--- config.mk ---
export PLATFORM = sky130hd
export DESIGN_NAME = del_lfo
export DESIGN_NICKNAME = d
export VERILOG_FILES = /design/src/rtl/del_lfo.sv
export SDC_FILE = /design/constraint.sdc
export NUM_CORES = 1
export LEC_CHECK = 0
export ABC_AREA = 1
export CAP_MARGIN = 20
export CORE_ASPECT_RATIO = 0.7
export CORE_MARGIN = 1
export CORE_UTILIZATION = 40
export DETAILED_ROUTE_END_ITERATION = 10
export HOLD_SLACK_MARGIN = 0.06
export PLACE_DENSITY = 0.71
export SYNTH_ARGS = -nofsm -noshare
export SYNTH_HDL_FRONTEND = slang
export SYNTH_SLANG_ARGS = --single-unit
export TNS_END_PERCENT = 1
--- constraint.sdc ---
create_clock -name clk -period 3.5 [get_ports clk]
set_input_delay 0.35 -clock clk [delete_from_list [all_inputs] [get_ports clk]]
set_output_delay 0.35 -clock clk [all_outputs]
set_load 0.01 [all_outputs]
--- src/rtl/del_lfo.sv ---
`default_nettype none
// +----------------------------------------------------------------------------+
// | Module      : del_lfo                                                      |
// | Description : Triangle-wave sweep generator for the variable delay line.   |
// |               Sweeps the tap offset 'del' between del_min and del_max,     |
// |               stepping once every (rate+1) valid audio samples.            |
// |               Optional macro DEL_LFO_HOLD_EN adds endpoint dwell states    |
// |               (HOLD_HI / HOLD_LO) lasting HOLD_STEPS prescaled steps.      |
// | Revision    : 1.0 - initial release                                        |
// +----------------------------------------------------------------------------+
module del_lfo #(
    parameter int BUFR_DEPTH = 512,
    parameter int RATE_WIDTH = 16,
    parameter int HOLD_STEPS = 4,
    localparam int DW = $clog2(BUFR_DEPTH)
) (
    input  logic                  clk,
    input  logic                  rst,
    input  logic                  en,
    input  logic                  vld_i,
    input  logic [RATE_WIDTH-1:0] rate,
    input  logic [DW-1:0]         del_min,
    input  logic [DW-1:0]         del_max,
    output logic [DW-1:0]         del,
    output logic                  dir_o,
    output logic                  cyc_o
);

    typedef enum logic [2:0] {
        S_IDLE    = 3'd0,
        S_UP      = 3'd1,
`ifdef DEL_LFO_HOLD_EN
        S_HOLD_HI = 3'd3,
        S_HOLD_LO = 3'd4,
`endif
        S_DOWN    = 3'd2
    } state_t;

    state_t                r_state;
    logic [DW-1:0]         r_del;
    logic                  r_dir;
    logic                  r_cyc;
    logic [RATE_WIDTH-1:0] r_div;

    logic w_step;
    logic w_degen;
    logic w_up_top;
    logic w_dn_bot;

`ifdef DEL_LFO_HOLD_EN
    localparam int HW = (HOLD_STEPS > 1) ? $clog2(HOLD_STEPS) : 1;
    localparam logic [HW-1:0] c_hold_last = HW'(HOLD_STEPS - 1);
    logic [HW-1:0] r_hold;
`else
    // Dwell length only matters when the hold states exist.
    logic w_unused_hold;
    assign w_unused_hold = (HOLD_STEPS != 0);
`endif

    // Prescaler terminal count: >= so a lowered rate takes effect at once.
    assign w_step   = vld_i && (r_div >= rate);
    // Empty or inverted range parks the sweep on del_min.
    assign w_degen  = (del_max <= del_min);
    // Endpoint tests carried out in DW+1 bits so neither wraps nor underflows.
    assign w_up_top = (({1'b0, r_del} + (DW+1)'(1)) >= {1'b0, del_max});
    assign w_dn_bot = ({1'b0, r_del} <= ({1'b0, del_min} + (DW+1)'(1)));

    // Sweep state machine with prescaler and registered outputs.
    always_ff @(posedge clk) begin
        if (rst) begin
            r_state <= S_IDLE;
            r_del   <= '0;
            r_dir   <= 1'b0;
            r_cyc   <= 1'b0;
            r_div   <= '0;
`ifdef DEL_LFO_HOLD_EN
            r_hold  <= '0;
`endif
        end else begin
            r_cyc <= 1'b0;
            if (!en) begin
                r_state <= S_IDLE;
                r_del   <= del_min;
                r_div   <= '0;
                r_dir   <= 1'b0;
`ifdef DEL_LFO_HOLD_EN
                r_hold  <= '0;
`endif
            end else if (r_state == S_IDLE) begin
                r_state <= S_UP;
                r_del   <= del_min;
                r_div   <= '0;
                r_dir   <= 1'b1;
            end else if (vld_i) begin
                if (w_step) begin
                    r_div <= '0;
                    case (r_state)
                        S_UP: begin
                            if (w_degen) begin
                                r_del <= del_min;
                            end else if (w_up_top) begin
                                r_del <= del_max;
                                r_dir <= 1'b0;
`ifdef DEL_LFO_HOLD_EN
                                r_hold <= '0;
                                if (HOLD_STEPS == 0) r_state <= S_DOWN;
                                else                 r_state <= S_HOLD_HI;
`else
                                r_state <= S_DOWN;
`endif
                            end else begin
                                r_del <= r_del + DW'(1);
                            end
                        end
                        S_DOWN: begin
                            if (w_degen) begin
                                r_del   <= del_min;
                                r_state <= S_UP;
                                r_dir   <= 1'b1;
                            end else if (w_dn_bot) begin
                                r_del <= del_min;
                                r_cyc <= 1'b1;
`ifdef DEL_LFO_HOLD_EN
                                r_hold <= '0;
                                if (HOLD_STEPS == 0) begin
                                    r_state <= S_UP;
                                    r_dir   <= 1'b1;
                                end else begin
                                    r_state <= S_HOLD_LO;
                                end
`else
                                r_state <= S_UP;
                                r_dir   <= 1'b1;
`endif
                            end else begin
                                r_del <= r_del - DW'(1);
                            end
                        end
`ifdef DEL_LFO_HOLD_EN
                        S_HOLD_HI: begin
                            if (r_hold >= c_hold_last) begin
                                r_hold  <= '0;
                                r_state <= S_DOWN;
                            end else begin
                                r_hold <= r_hold + HW'(1);
                            end
                        end
                        S_HOLD_LO: begin
                            if (r_hold >= c_hold_last) begin
                                r_hold  <= '0;
                                r_state <= S_UP;
                                r_dir   <= 1'b1;
                            end else begin
                                r_hold <= r_hold + HW'(1);
                            end
                        end
`endif
                        default: r_state <= S_IDLE;
                    endcase
                end else begin
                    r_div <= r_div + RATE_WIDTH'(1);
                end
            end
        end
    end

    assign del   = r_del;
    assign dir_o = r_dir;
    assign cyc_o = r_cyc;

endmodule
`default_nettype wire

; ---- Word-level counts from Yosys, hierarchy flattened
; Index checks and enable logic that the tools add are counted.
[word_totals]
latchBits = 0
mem_bits_ro = 0
ff_bits = 30
memories = 0
ram_bits = 0
word_cells = 69
[classes]
n_div = 0
eq_ne = 11
order_cmp = 4
muxes = 27
addsub = 5
multipliers = 0
shift = 0
reduce_logical = 12
bitwise = 4
[op_table]
columns = cell, count
row1 = $mux W9, 8
row2 = $add A9 B1 Y10 const B, 2
row3 = $pmux W9 S2, 1
row4 = $add A16 B1 Y16 const B, 1
row5 = $ge A16 B16 Y1, 1
row6 = $mux W16, 1
row7 = $mux W3, 4
row8 = $mux W1, 11
row9 = $ge A10 B9 Y1, 1
row10 = $le A9 B10 Y1, 1
row11 = $reduce_and A5 Y1, 2
row12 = $add A9 B1 Y9 const B, 1
row13 = $le A9 B9 Y1, 1
row14 = $ne A3 B3 Y1 const B, 3
row15 = $sub A9 B1 Y9 const B, 1
row16 = $reduce_or A7 Y1, 1
row17 = $ne A3 B1 Y1 const B, 2
row18 = $pmux W3 S2, 1
row19 = $reduce_and A6 Y1, 1
row20 = $ne A2 B2 Y1 const B, 2
row21 = $ne A4 B1 Y1 const B, 1
row22 = $ne A4 B4 Y1 const B, 1
row23 = $not A1 Y1, 4
row24 = $reduce_bool A2 Y1, 2
row25 = 9 further kinds, 9

; ---- Depth between registers and ports, before layout
[depth]
word_depth = 9
mapped_depth = 19
mapped_depth_nobuf = 19

; ---- Worst setup path after synthesis
; No wires, ideal clock.
[synth_timing]
kind = register to register
from = register r_del[1] (netlist: del[1])
to = register r_state[0]
slack_ns = 0.948
t_required_ns = 3.383
t_arrival_ns = 2.436
period_less_slack_ns = 2.552
path_stages_with_launch = 18
cell_sequence = dfxtp_1 > ha_1 > inv_1 > nor2_1 > nand3_1 > nand2_1 > inv_1 > ha_1 > nand2_1 > nor2_1 > a211oi_4 > nand3_4 > nand2_2 > nand3_2 > nand3_1 > nand2_1 > nand2_1 > nor2_1
[synth_via]
elab_chain_len = 4
elab_cells_between_ends = 6
[synth_rtl]
columns = item, line
row1 = start: declaration, 40  ; logic [DW-1:0] r_del;
row2 = start signal: assignment, 83  ; r_del <= del_min;
row3 = start signal: assignment, 91  ; r_del <= del_min;
row4 = start signal: assignment, 100  ; r_del <= del_min;
row5 = $add A9 B1 Y10, 65  ; assign w_up_top = (({1'b0, r_del} + (DW+1)'(1)) >= {1'b0, del_max});
row6 = $ge A10 B9 Y1, 65
row7 = $ne A3 B3 Y1 (no source line), -
row8 = $reduce_and A5 Y1 (no source line) (*), -
row9 = end signal: assignment, 71  ; r_state <= S_IDLE;
row10 = end signal: assignment, 82  ; r_state <= S_IDLE;
row11 = end signal: assignment, 90  ; r_state <= S_UP;
row12 = end: declaration, 39  ; state_t r_state;
; Mark *: on every way between the ends. The rest lies on a longest branch, timed or not.
; A chain may end at the register's enable or synchronous reset.

; ---- Final worst setup path
[layout_timing]
from = input del_min[0]
to = register r_del[5] (netlist: del[5])
[layout_via]
elab_chain_len = 9
elab_cells_between_ends = 11
[layout_rtl]
columns = item, line
row1 = start: declaration, 22  ; input logic [DW-1:0] del_min,
row2 = $add A9 B1 Y10, 66  ; assign w_dn_bot = ({1'b0, r_del} <= ({1'b0, del_min} + (DW+1)'(1)));
row3 = $le A9 B10 Y1, 66
row4 = $mux W9, 120  ; end else if (w_dn_bot) begin
row5 = $mux W9, 116  ; if (w_degen) begin
row6 = $pmux W9 S2 (*), 97  ; case (r_state)
row7 = $mux W9 (*), 95  ; if (w_step) begin
row8 = $mux W9 (*), 94  ; end else if (vld_i) begin
row9 = $mux W9 (*), 89  ; end else if (r_state == S_IDLE) begin
row10 = $mux W9 (*), 81  ; if (!en) begin
; Mark *: on every way between the ends. The rest lies on a longest branch, timed or not. The select of a mux whose other input is x is not followed.

==> reports/metrics.yaml <==
outcome:
  outcome: "completed"
critical_path:
  crit_fanout: 17
  cp_num_cells: 18
  crit_buf_inv: 3
  required_ps: 3710
  worstPathArrival_ps: 3280
  rr_worst_depth: 18
  slowest_stage: "clkdlybuf4s50_1"
  start_kind: "primary input"
  cp_cell_sequence: "clkdlybuf4s50_1 -> ha_1 -> nand2_1 -> nor3_1 -> nand3_1 -> xor2_1 -> inv_1 -> ha_1 -> inv_1 -> nor2_1 -> o21ai_2 -> nand3_4 -> nand3_4 -> nand2_1 -> nand2_1 -> nor2_1 -> nor2_1 -> nor2_1"
  crit_type: "in2reg"
  cpMostUsedCell: "nor2_1"
  crit_family: "simple AND/OR/NAND/NOR gates"
  end_kind: "flip-flop"
  crit_path_max_incr_delay_ps: 560
yosys:
  yosysTopAreaCell: "ha_1"
  async_flop_share: 0
  yosysUniqueCellTypes: 41
  synthFlopType: "dfxtp_1"
  synth_cells: 543
  synth-seq-area-share: 0.164
  syn_area_sq_um: 3540
  ys_ff_latch: 29
  avgSynthCellArea_sq_um: 6.53
  synth_top_cell_area_share: 0.180
  synth_nets: 632
  synth_edf_count: 0
  yosys_warnings: 0
  ys_top_cells_by_area: "ha_1 18%, dfxtp_1 16%, nand2_1 13%"
drt:
  drc_errors: 0
  drtPass1Iterations: 5
  drt_wl_total_microns: 8830
  drt-initial-drc-count: 240
  vias_per_cell: 5.07
  detail-route-antenna-nets: 0
  num_vias: 3609
  wl_per_cell_microns: 12.4
timing:
  tns_ps: 0
  fin_skew_ps: 5.82
  hold_viol_final: 0
  fin_crit_sh: 0.878
  rsz0062_at_grt: "false"
  report.final.slew_viol_count: 0
  max_slew.worst_pin.slew_ps: 605
  setup_viol: 0
  maxClockFrequency_mhz: 326
  slew_headroom: 0.596
  fin_crit_ps: 3070
finish:
  nNetsFinal: 680
  n_antenna_cell: 0
  area_delta_synth_final_pct: 21.2
  final_cell_area_sq_um: 4290
  drive_above_1_share: 0.0811
cts:
  cts-resized-gates: 0
  clock_sinks: 29
  clock_latency_ps: 280
  clk_pin_slew_ps: 50
  post_cts_buffers: 0
  cts_buffers: 5
  root_buffer: "clkbuf_16"
  htree_num_levels: 2
  cts_tree: "yes"
  cts_hold_buf: 0
  max-clock-path-buffers: 2
global_route:
  grt_max_degree: 19
  grt_antenna_before_repair: 0
  grt_pass1_vias: 3250
  grt_overflow: 0
  grt_pass1_wl_microns: 15000
  track_usage: 0.203
run:
  cap_viol_max_count: 0
floorplanning:
  dieHeight_microns: 80.7
  start_util: 0.416
  core_area_sq_um: 8510
  dieArea_sq_um: 9240
  ios: 49
  dieWidth_microns: 114
  row_count: 28
power_and_ir_drop:
  p_leak_nw: 2.14
  ir_worst_vdd_v: 0.000145
  powerDensity_nw_per_um2: 280
place:
  dpl_cell_area_sq_um: 4140
  dp_hpwl_microns: 7350
  io_buffer_count: 48
  gp_congestion: 0.909
worst_hold_path:
  hold_depth: 2
  hold_class: "reg2reg"
==> path summary, 6_finish.rpt <==
| check | startpoint | endpoint | slack, ps |
|---|---|---|---|
| hold reg to reg | dir_o | dir_o | 500 |
| setup reg to reg | del[1] | dir_o | 510 |
| setup / recovery | del_min[0] | del[5] | 430 |
| hold / removal | dir_o | dir_o | 500 |
==> synth_stat cells (6+ instances only) <==
master	instances
nand2_2	6
nand2_1	121
ha_1	51
xor2_1	17
nor3_1	7
nor2_1	79
dfxtp_1	29
xnor2_1	6
nand3_2	8
nand4_1	15
o21ai_0	21
inv_1	79
a21oi_1	15
nand3_1	36
==> worst min-delay path, cell delays in order, from the launching register on <==
cell and delay (ps):
dfxtp_1 310, nor2_1 100, nor2_1 50
==> cells by family (layout without fill, tap and decap cells) <==
kind of cell | count (synthesis) | in the layout | synth area share
AOI/OAI and AO/OA | 48 | 48 | 0.0809
xor gates and xnor gates | 23 | 23 | 0.0568
adders and majority gates | 51 | 51 | 0.180
buffers and inverters | 93 | 142 | 0.107
DFF | 29 | 29 | 0.164
muxes | 1 | 1 | 0.00282
and+or+nand+nor | 298 | 298 | 0.409
==> through the flow <==
step            util  std cells  hold WS (ps)  setup WS [ps]  power [W]
2_1_floorplan      -        543           473            948   0.000622
3_3_place_gp   0.486        704           483            355   0.000740
3_5_place_dp   0.486        704           485            247   0.000749
4_1_cts        0.504        712           499            473    0.00120
5_1_grt        0.504        712           534            241    0.00127
6_report       0.504        712           497            429    0.00120
==> sequential cells by signal (all words and copies together) (netlist names) <==
signal	count
del	9
r_state	2
dir_o	1
r_div	16
cyc_o	1
==> power breakdown <==
group | total, W | internal (W) | switching, W
Clock | 0.000456 | 0.000301 | 0.000155
Combinational | 0.000383 | 0.000166 | 0.000217
Sequential | 0.000365 | 0.000341 | 0.0000233
==> metal layers <==
layer	GRT usage	wire, microns	up-vias
met4	0.0416	72	0
met5	0	0	-
met3	0.0373	694	7
met1	0.293	4360	1618
met2	0.316	3700	132
li1	-	-	1852
==> final cells by class <==
type	count	area [sq um]
clock inverter	1	5.00
sequential	29	581
timing repair buffer	52	510
inverter	82	310
clock buffer	7	153
fill	817	4220
multi-input combinational	421	2580
tap	120	150
==> cell usage in the layout, fill, tap and decap left out, types with 3 or more instances in the layout <==
master | Yosys | routed
nand2_2 | 6 | 6
inv_1 | 79 | 79
nor2_1 | 79 | 79
ha_1 | 51 | 51
nor3b_1 | 5 | 5
xor2_1 | 17 | 17
a21o_1 | 3 | 3
o21ai_0 | 21 | 21
clkbuf_16 | 0 | 5
buf_4 | 3 | 4
xnor2_1 | 6 | 6
dfxtp_1 | 29 | 29
nand3_2 | 8 | 8
a21oi_1 | 15 | 15
nand4_1 | 15 | 15
clkdlybuf4s50_1 | 0 | 48
nand2_1 | 121 | 121
nand3_1 | 36 | 36
nor3_1 | 7 | 7
nor2_2 | 4 | 4
nand4_2 | 3 | 3
nand3_4 | 3 | 3
No activity file was read; power rests on OpenSTA's default activity.
